$ cat config.mk
export PLATFORM = sky130hd
export DESIGN_NAME = shiftreg_burst_flat
export DESIGN_NICKNAME = d
export VERILOG_FILES = /design/src/rtl/shiftreg_burst_if.sv /design/src/rtl/shiftreg_burst.sv /design/src/flat_wrapper.sv
export SDC_FILE = /design/constraint.sdc
export NUM_CORES = 1
export LEC_CHECK = 0
export CAP_MARGIN = 20
export CORE_ASPECT_RATIO = 0.9
export CORE_MARGIN = 2
export CORE_UTILIZATION = 26
export DETAILED_ROUTE_END_ITERATION = 6
export HOLD_SLACK_MARGIN = 0.12
export PLACE_DENSITY = 0.48
export SYNTH_ARGS = -nofsm -noshare
export SYNTH_HDL_FRONTEND = slang
export SYNTH_SLANG_ARGS = --single-unit
export TNS_END_PERCENT = 1
$ cat constraint.sdc
create_clock -name clk -period 2.4 [get_ports clk]
set_input_delay 0.24 -clock clk [delete_from_list [all_inputs] [get_ports clk]]
set_output_delay 0.24 -clock clk [all_outputs]
set_load 0.005 [all_outputs]
$ cat src/rtl/shiftreg_burst_if.sv
// Handshake/data bundle for shiftreg_burst.
// Master drives op/d/amt/Lin/Rin; slave returns q/sout/busy/done.
interface shiftreg_burst_if #(
  parameter int N = 8
);
  localparam int CW = $clog2(N) + 1;

  logic [2:0]    op;
  logic [N-1:0]  d;
  logic [CW-1:0] amt;
  logic          Lin;
  logic          Rin;
  logic [N-1:0]  q;
  logic          sout;
  logic          busy;
  logic          done;

  modport master (
    output op, d, amt, Lin, Rin,
    input  q, sout, busy, done
  );

  modport slave (
    input  op, d, amt, Lin, Rin,
    output q, sout, busy, done
  );
endinterface

$ cat src/rtl/shiftreg_burst.sv
// Universal shift register with burst shifts and busy/done handshake.
// Define SHIFTREG_ROTATE_EN to enable rotate bursts (ops 110/111).
module shiftreg_burst #(
  parameter int N = 8
) (
  input logic           clk,
  input logic           rst_n,
  shiftreg_burst_if.slave bus
);
  localparam int CW = $clog2(N) + 1;

  typedef enum logic {IDLE, RUN} state_t;

  state_t        state, state_n;
  logic [N-1:0]  q, q_n;
  logic          sout, sout_n;
  logic [CW-1:0] cnt, cnt_n;
  logic          done, done_n;
  logic          dir, dir_n;
  logic          fill_r, fill_l;
  logic          burst;

`ifdef SHIFTREG_ROTATE_EN
  logic rot, rot_n;
  assign burst  = bus.op[2];
  assign fill_r = rot ? q[0]   : bus.Lin;
  assign fill_l = rot ? q[N-1] : bus.Rin;
`else
  assign burst  = bus.op[2] & ~bus.op[1];
  assign fill_r = bus.Lin;
  assign fill_l = bus.Rin;
`endif

  always_ff @(posedge clk or negedge rst_n) begin
    if (!rst_n) begin
      state <= IDLE;
      q     <= '0;
      sout  <= 1'b0;
      cnt   <= '0;
      done  <= 1'b0;
      dir   <= 1'b0;
`ifdef SHIFTREG_ROTATE_EN
      rot   <= 1'b0;
`endif
    end else begin
      state <= state_n;
      q     <= q_n;
      sout  <= sout_n;
      cnt   <= cnt_n;
      done  <= done_n;
      dir   <= dir_n;
`ifdef SHIFTREG_ROTATE_EN
      rot   <= rot_n;
`endif
    end
  end

  always_comb begin
    state_n = state;
    q_n     = q;
    sout_n  = sout;
    cnt_n   = cnt;
    done_n  = 1'b0;
    dir_n   = dir;
`ifdef SHIFTREG_ROTATE_EN
    rot_n   = rot;
`endif
    unique case (state)
      IDLE: begin
        unique case (1'b1)
          bus.op == 3'b001: begin
            q_n    = {bus.Lin, q[N-1:1]};
            sout_n = q[0];
          end
          bus.op == 3'b010: begin
            q_n    = {q[N-2:0], bus.Rin};
            sout_n = q[N-1];
          end
          bus.op == 3'b011: q_n = bus.d;
          burst: begin
            dir_n = bus.op[0];
`ifdef SHIFTREG_ROTATE_EN
            rot_n = bus.op[1];
`endif
            // zero-length burst completes at once
            if (bus.amt == '0) begin
              done_n = 1'b1;
            end else begin
              cnt_n   = bus.amt;
              state_n = RUN;
            end
          end
          default: ;
        endcase
      end
      RUN: begin
        if (dir) begin
          q_n    = {q[N-2:0], fill_l};
          sout_n = q[N-1];
        end else begin
          q_n    = {fill_r, q[N-1:1]};
          sout_n = q[0];
        end
        cnt_n = cnt - CW'(1);
        if (cnt == CW'(1)) begin
          state_n = IDLE;
          done_n  = 1'b1;
        end
      end
      default: state_n = IDLE;
    endcase
  end

  assign bus.q    = q;
  assign bus.sout = sout;
  assign bus.busy = (state == RUN);
  assign bus.done = done;
endmodule

$ cat src/flat_wrapper.sv
// flat-port wrapper written by rule: the top's interface ports become plain ports
module shiftreg_burst_flat 
#(
  parameter int N = 8
)
  (clk, rst_n, bus_op, bus_d, bus_amt, bus_Lin, bus_Rin, bus_q, bus_sout, bus_busy, bus_done);
  shiftreg_burst_if #(.N(N)) bus_i ();
  input logic clk;
  input logic rst_n;
  input wire logic [$bits(bus_i.op)-1:0] bus_op;
  input wire logic [$bits(bus_i.d)-1:0] bus_d;
  input wire logic [$bits(bus_i.amt)-1:0] bus_amt;
  input wire logic [$bits(bus_i.Lin)-1:0] bus_Lin;
  input wire logic [$bits(bus_i.Rin)-1:0] bus_Rin;
  output wire logic [$bits(bus_i.q)-1:0] bus_q;
  output wire logic [$bits(bus_i.sout)-1:0] bus_sout;
  output wire logic [$bits(bus_i.busy)-1:0] bus_busy;
  output wire logic [$bits(bus_i.done)-1:0] bus_done;
  assign bus_i.op = bus_op;
  assign bus_i.d = bus_d;
  assign bus_i.amt = bus_amt;
  assign bus_i.Lin = bus_Lin;
  assign bus_i.Rin = bus_Rin;
  assign bus_q = bus_i.q;
  assign bus_sout = bus_i.sout;
  assign bus_busy = bus_i.busy;
  assign bus_done = bus_i.done;
  shiftreg_burst #(.N(N)) u_core (.clk(clk), .rst_n(rst_n), .bus(bus_i));
endmodule
# After elaboration in Yosys (flattened, before gate mapping)
# Index checks and enable logic that the tools add are counted.
# word_totals
regBits	16
# op_classes
bitwise	3
reduce_logical	3
add_sub_neg	1
mux	17
eq_ne	8
# ops
cell	n
case mux 8 bit (3 select lines)	1
case mux 8 bit (2 select lines)	1
2-to-1 mux 4 bit	2
2-to-1 mux 8 bit	1
case mux 1 bit (2 select lines)	4
case mux 4 bit (2 select lines)	1
2-to-1 mux 1 bit	7
equality test 3 x 2 -> 1 bit, second input constant	2
equality test 4 x 1 -> 1 bit, second input constant	1
logical NOT 4 bit	1
inequality test 4 x 1 -> 1 bit, second input constant	1
AND reduction 2 bit	2
subtractor 4 x 1 -> 4 bit, second input constant	1
equality test 3 x 1 -> 1 bit, second input constant	1
inequality test 3 x 1 -> 1 bit, second input constant	1
inequality test 2 x 1 -> 1 bit, second input constant	1
inequality test 2 bit, second input constant	1
inverter 1 bit	2
AND 1 bit	1

# Depth between registers and ports, before layout
# Gate-level depths: netlist of the first run.
# logic_depth
ltp_word	4
depth_mapped	5
depth_no_buf	5

# Worst setup path after synthesis of the first run
# No wires, ideal clock.
# synth_path
kind	reg-to-reg
from	reg u_core.state, in the netlist u_core.bus.busy
to	reg u_core.dir
arrival_time_ns	1.089
slack_ns	1.183
path_stages_with_launch	4
n_path_buf	1
synth_period_minus_slack_ns	1.217
t_required_ns	2.272
path_cell_list	dfrtp_1 -> buf_2 -> nor3b_2 -> mux2_1
# synth_between
elab_chain_len	2
# synth_lines
item	line_no	source
start: declaration	shiftreg_burst.sv:14	state_t state, state_n;
start signal: assignment	shiftreg_burst.sv:46	state <= state_n;
inverter 1 bit (no source line)	n/a	
AND reduction 2 bit (no source line)	n/a	
end signal: assignment	shiftreg_burst.sv:51	dir <= dir_n;
end: declaration	shiftreg_burst.sv:19	logic dir, dir_n;
# No other way between the ends.
# A chain may end at the register's enable or synchronous reset.

# Final worst setup path of the first run
# layout_path
from	reg u_core.state, in the netlist u_core.bus.busy
to	out bus_busy
# layout_lines
item	line_no	source
end: declaration	flat_wrapper.sv:17	output wire logic [$bits(bus_i.busy)-1:0] bus_busy;
# No word-level cell between the ends.

==> results.sh, run 1 <==
export IMPL_fin_setup_tns_ns=0
export IMPL_netlist_area_um2=1225
export IMPL_reg2regPathDepth=2
export IMPL_area_growth_pct=30.75
export IMPL_grt_pass1_vias=1021
export IMPL_combPwrFrac=0.496
export IMPL_cts_buffer_depth=2
export IMPL_crit_arrival_ns=1.58
export IMPL_critical_path_class="register to primary output"
export IMPL_dieHeight_um=69.12
export IMPL_grt_max_degree=19
export IMPL_rsz0062_at_grt="false"
export IMPL_startpoint_type="register"
export IMPL_p_int_mw=1.037
export IMPL_p_leak_nw=0.6465
export IMPL_p_total_mw=1.675
export IMPL_vias=975
export IMPL_path_clk_slew_ns=0.07
export IMPL_finalCritPeriodShare=0.7604
export IMPL_die_x_um=76.35
export IMPL_start_util=0.2729
export IMPL_finalSetupViolCount=0
export IMPL_yosysUniqueCellTypes=35
export IMPL_insertion_delay_ns=0.25
export IMPL_grt_usage=0.1199
export IMPL_clockRootBuffer="clkbuf_8"
export IMPL_cts_buffers=3
export IMPL_drtIter0Drc=25
export IMPL_final_layout_size_suffix_gt1_frac=0.2069
export IMPL_cts_setup_buffers=0
export IMPL_seqPwrFrac=0.358
export IMPL_worst_r2r_setup_slack_ns=0.89
export IMPL_antenna_found_initial=0
export IMPL_cp_max_fo=18
export IMPL_ant_nets=0
export IMPL_htree_num_levels=1
export IMPL_finClkSkew_ns=0.002424
export IMPL_synthCells=118
export IMPL_yosys_warnings=0
export IMPL_r2r_start="u_core.bus.busy$_DFF_PN0_"
export IMPL_drv_slew=0
export IMPL_drt_wirelength_per_cell_um=14.26
export IMPL_p_clk_frac=0.146
export IMPL_p_switching_mw=0.6378
export IMPL_dr_pass1_iters=4
export IMPL_avgSynthCellArea_um2=10.38
export IMPL_max_freq_mhz=548.0
export IMPL_hold_path_class="input port to asynchronous set/reset pin"
export IMPL_critPathBufInv=1
export IMPL_vdd_drop_max_v=0.0006795
export IMPL_wl_um=2951
export IMPL_synth_seq_area_share=0.3269
export IMPL_drc=0
export IMPL_io_pins=30
export IMPL_hpwl_um=2142
export IMPL_path_cells="clkdlybuf4s50_1"
export IMPL_synthesis_nets=139
export IMPL_numPortBuffers=29
export IMPL_grt_ovfl_total=0
export IMPL_cts_resized=0
export IMPL_place_congestion=0.8541
export IMPL_worstSetupEndpointType="primary output"
export IMPL_grt_pass1_wl_um=5106
export IMPL_placement_rows=23
export IMPL_clock_sink_count=16
export IMPL_coreArea_um2=4489
export IMPL_required_ns=2.16
export IMPL_num_antenna_cells=0
export IMPL_cts_tree="built"
export IMPL_timing_final_crit_period_ns=1.825
export IMPL_r2r_end="u_core.bus.q[7]$_DFFE_PN0P_"
export IMPL_nFillCells=487
export IMPL_hold_buffers=0
export IMPL_sw_frac_of_total=0.3808
export IMPL_synth_seq_cells=16
export IMPL_finish_utilization=0.3567
export IMPL_p_per_area_nw_per_um2=1046
export IMPL_status="finished clean"
export IMPL_relSlewSlack=0.4623
export IMPL_crit_family="flip-flops"
export IMPL_nNetsFinal=167
export IMPL_cp_slowest_cell="dfrtp_1"
export IMPL_cap_violations=0
export IMPL_cp_slowest_stage_delay_ns=0.72
export IMPL_max_slew_worst_pin_slew_ns=0.8041
export IMPL_hold_viol=0
export IMPL_viasPerCell=4.710
export IMPL_dieArea_um2=5277
[stage by stage]
| stage | instance area (um^2) | setup slack, ns | hold slack, ns | instances |
|---|---|---|---|---|
| floorplan | 1225 | 1.183 | -0.05559 | 118 |
| global placement | 1546 | 0.6372 | 0.5048 | 203 |
| detailed placement | 1546 | 0.6019 | 0.5079 | 203 |
| CTS | 1602 | 0.5579 | 0.4693 | 207 |
| global route | 1602 | 0.4579 | 0.4829 | 207 |
| finish | 1602 | 0.5750 | 0.4510 | 207 |
[cell usage in the layout, fill, tap and decap left out, types with 3 or more instances in the layout]
cell | synthesis | layout
nor2_1 | 3 | 3
mux2_2 | 8 | 8
clkdlybuf4s50_1 | 0 | 29
o21ai_0 | 3 | 3
clkbuf_8 | 0 | 4
mux2_1 | 4 | 4
a21oi_1 | 3 | 3
buf_4 | 0 | 3
nand2_1 | 13 | 13
inv_1 | 11 | 11
a22oi_1 | 3 | 3
mux2i_1 | 8 | 8
dfrtp_1 | 16 | 16
nor3_1 | 3 | 3
o221ai_2 | 6 | 6
mux2_4 | 5 | 5
[cell type report]
cell class / instances / area (um^2) / share of cell area
Inverter: 11 / 41.29 / 0.02578
Multi-Input combinational cell: 82 / 714.4 / 0.4461
Timing Repair Buffer: 32 / 312.8 / 0.1953
Clock buffer: 4 / 55.05 / 0.03437
Tap cell: 62 / 77.57 / 0.04844
Sequential cell: 16 / 400.4 / 0.2500
[cell families (layout without fill, tap and decap cells)]
group | count (synthesis) | in the layout | synth area share
AO/OA/AOI/OAI | 24 | 24 | 0.1808
XOR/XNOR | 2 | 2 | 0.01430
AND/OR/NAND/NOR | 29 | 29 | 0.1307
adder cells (fa/ha/maj) | 2 | 2 | 0.02043
multiplexers | 25 | 25 | 0.2370
flip-flops | 16 | 16 | 0.3269
buffers and inverters | 20 | 47 | 0.08987
[layer usage]
| layer | up-vias | routed length (um) | GRT usage |
|---|---|---|---|
| met5 | - | 0 | 0 |
| met2 | 25 | 1356 | 0.1937 |
| li1 | 477 | - | - |
| met1 | 469 | 1410 | 0.1507 |
| met4 | 0 | 23 | 0.04040 |
| met3 | 4 | 161 | 0.03927 |
[synth_stat cells]
master    number  area, um^2
dfrtp_1       16       400.4
nand2_1       13       48.80
inv_1         11       41.29
mux2_2         8       90.09
mux2i_1        8       80.08
o221ai_2       6       90.09
mux2_4         5       75.07
buf_6          4       45.04
mux2_1         4       45.04
a21oi_1        3       15.01
a22oi_1        3       22.52
buf_2          3       15.01
nor2_1         3       11.26
nor3_1         3       15.01
o21ai_0        3       15.01
ha_1           2       25.02
nand2b_1       2       12.51
nor2b_1        2       12.51
o221ai_1       2       17.52
xnor2_1        2       17.52
a21boi_0       1       7.510
a21o_1         1       7.510
a221oi_2       1       15.01
a32oi_1        1       8.760
buf_1          1       3.750
clkbuf_2       1       5.000
nand3_1        1       5.000
nor3b_2        1       12.51
nor4_2         1       12.51
nor4b_1        1       8.760
nor4b_2        1       15.01
o21ai_1        1       5.000
o21bai_1       1       7.510
o32a_1         1       10.01
or2_1          1       6.260
[how the worst max path moves through the flow]
| stage | startpoint | to | slack, ns | cells after the start |
|---|---|---|---|---|
| 2_1_floorplan | u_core.bus.busy$_DFF_PN0_ | u_core.dir$_DFFE_PN0P_ | 1.18 | 3 |
| 3_3_place_gp | bus_op[0] | u_core.bus.q[4]$_DFFE_PN0P_ | 0.64 | 5 |
| 3_5_place_dp | bus_op[1] | u_core.bus.q[3]$_DFFE_PN0P_ | 0.60 | 5 |
| 4_1_cts | u_core.bus.busy$_DFF_PN0_ | bus_busy | 0.56 | 1 |
| 5_1_grt | u_core.bus.busy$_DFF_PN0_ | bus_busy | 0.46 | 1 |
| 6_report | u_core.bus.busy$_DFF_PN0_ | bus_busy | 0.58 | 1 |
[power by group through the flow]
stage / clock [mW] / combinational [mW] / sequential (mW)
floorplan: 0 / 0.631 / 0.506
global placement: 0 / 0.816 / 0.605
detailed placement: 0 / 0.839 / 0.606
CTS: 0.258 / 0.843 / 0.602
global route: 0.276 / 0.930 / 0.633
finish: 0.245 / 0.830 / 0.600
[registers in the layout, summed over array words and instances, names as in the netlist]
name and flops:
u_core.bus.q 8, u_core.dir 1, u_core.bus.busy 1, u_core.bus.sout 1, u_core.cnt 4, u_core.bus.done 1
(Power assumes the default switching activity.)
==> run 2, diff against run 1 <==
==> constraint.sdc (replaced) <==
create_clock -name clk -period 1.8 [get_ports clk]
set_input_delay 0.18 -clock clk [delete_from_list [all_inputs] [get_ports clk]]
set_output_delay 0.18 -clock clk [all_outputs]
set_load 0.005 [all_outputs]
==> run 2 against run 1 <==
Clock-buffer cell count down 1; non-clock buffer count is 4 higher; core utilization is 0.92 points higher; clock power is 12% higher; clock skew grew 0.0031 ns; die area did not move; register-to-register slack got worse by 0.50 ns; largest cell class unchanged.
==> results.sh, run 2 (same netlist as run 1, synthesis figures left out) <==
export IMPL_grt_max_degree=17
export IMPL_fin_setup_tns_ns=0
export IMPL_numPortBuffers=29
export IMPL_ant_nets=0
export IMPL_clockRootBuffer="clkbuf_8"
export IMPL_timing_final_crit_period_ns=1.603
export IMPL_cts_setup_buffers=0
export IMPL_final_cells=210
export IMPL_cap_violations=0
export IMPL_cts_buffer_depth=2
export IMPL_vias=991
export IMPL_die_x_um=76.35
export IMPL_m1WireLength_um=1434
export IMPL_worstSetupEndpointType="primary output"
export IMPL_startpoint_type="register"
export IMPL_finalSetupViolCount=0
export IMPL_max_slew_worst_pin_slew_ns=0.4702
export IMPL_io_pins=30
export IMPL_worst_r2r_setup_slack_ns=0.39
export IMPL_placement_rows=23
export IMPL_cp_slowest_cell="dfrtp_1"
export IMPL_multi_input_area_um2=714.4
export IMPL_insertion_delay_ns=0.25
export IMPL_antenna_found_initial=0
export IMPL_nNetsFinal=171
export IMPL_drv_slew=0
export IMPL_rsz0062_at_grt="false"
export IMPL_cts_tree="built"
export IMPL_cp_slowest_stage_delay_ns=0.60
export IMPL_finClkSkew_ns=0.005522
export IMPL_dp_cells=207
export IMPL_p_leak_nw=0.6684
export IMPL_final_cell_mix="clkdlybuf4s50_1 (29), dfrtp_1 (16), nand2_1 (13)"
export IMPL_largest_register_ffs=8
export IMPL_status="finished clean"
export IMPL_cts_resized=0
export IMPL_critical_path_class="register to primary output"
export IMPL_wl_met3_um=144
export IMPL_max_freq_mhz=623.8
export IMPL_cts_buffers=3
export IMPL_dr_wl_met2_um=1395
export IMPL_grt_pass1_wl_um=5154
export IMPL_finalCritPeriodShare=0.8906
export IMPL_htree_num_levels=1
export IMPL_hpwl_um=2182
export IMPL_hold_viol=0
export IMPL_final_layout_size_suffix_gt1_frac=0.2230
export IMPL_crit_arrival_ns=1.42
export IMPL_wl_um=2989
export IMPL_grt_usage=0.1205
export IMPL_relSlewSlack=0.6839
export IMPL_drtIter0Drc=54
export IMPL_highest_layer="met4"
export IMPL_nFillCells=478
export IMPL_drt_wirelength_per_cell_um=14.23
export IMPL_required_ns=1.62
export IMPL_dieArea_um2=5277
export IMPL_top_register="u_core.bus.q"
export IMPL_path_clk_slew_ns=0.07
export IMPL_coreArea_um2=4489
export IMPL_critPathBufInv=1
export IMPL_stdcell_area_um2=1643
export IMPL_crit_family="flip-flops"
export IMPL_layout_commonest_cell="clkdlybuf4s50_1"
export IMPL_p_per_area_nw_per_um2=1354
export IMPL_clock_sink_count=16
export IMPL_grt_pass1_vias=1033
export IMPL_hold_buffers=0
export IMPL_hold_path_class="input port to asynchronous set/reset pin"
export IMPL_grt_ovfl_total=0
export IMPL_place_congestion=0.8098
export IMPL_top_regs="u_core.bus.q (8), u_core.cnt (4)"
export IMPL_drc=0
export IMPL_vdd_drop_max_v=0.0007326
export IMPL_dr_pass1_iters=4
export IMPL_dieHeight_um=69.12
export IMPL_start_util=0.2729
export IMPL_viasPerCell=4.719
export IMPL_cp_max_fo=13
export IMPL_final_seq_area_um2=400.4
export IMPL_path_cells="clkdlybuf4s50_1"
export IMPL_num_antenna_cells=0
export IMPL_place_area_um2=1602
export IMPL_area_growth_pct=34.12
[run 2: cell count changes in the layout (fill, tap and decap cells not counted), sizes merged]
| cell | previous run | this run |
|---|---|---|
| buf | 3 | 7 |
| clkbuf | 4 | 3 |
[run 2: routing by layer]
metal,GRT usage,vias up
met1,0.1582,480
met2,0.1947,26
met4,0.02222,0
met5,0,-
li1,-,483
met3,0.04058,2
[run 2: worst paths after layout]
check                                            start                           to  depth (start not counted)
setup / recovery             u_core.bus.busy$_DFF_PN0_                     bus_busy                          1
hold / removal                                   rst_n  u_core.bus.q[1]$_DFFE_PN0P_                          2
setup reg to reg             u_core.bus.busy$_DFF_PN0_  u_core.bus.sout$_DFFE_PN0P_                          4
hold reg to reg            u_core.bus.sout$_DFFE_PN0P_  u_core.bus.sout$_DFFE_PN0P_                          1
max in group asynchronous                        rst_n    u_core.cnt[2]$_DFFE_PN0P_                          2
min in group clk           u_core.bus.sout$_DFFE_PN0P_  u_core.bus.sout$_DFFE_PN0P_                          1
[run 2: final cells by class]
class,count,area share
inverters,11,0.02513
flip-flops and latches,16,0.2437
multi-input cells,82,0.4349
repair buffers,36,0.2239
well taps,62,0.04722
clock buffers,3,0.02513
[run 2: stage by stage]
stage / power [mW] / hold slack (ns) / utilization / worst slack, ns
after detailed placement: 1.973 / 0.5129 / 0.3567 / 0.1273
final: 2.224 / 0.2580 / 0.3659 / 0.1970
after global routing: 2.437 / 0.2587 / 0.3659 / 0.07977
after floorplan: 1.516 / -0.1156 / - / 0.5835
after CTS: 2.257 / 0.2634 / 0.3659 / 0.1600
after global placement: 1.949 / 0.5116 / 0.3567 / 0.1732
[run 2: where the power goes]
group / switching (mW) / internal (mW)
Combinational: 0.464 / 0.700
Sequential: 0.259 / 0.526
Clock: 0.127 / 0.148
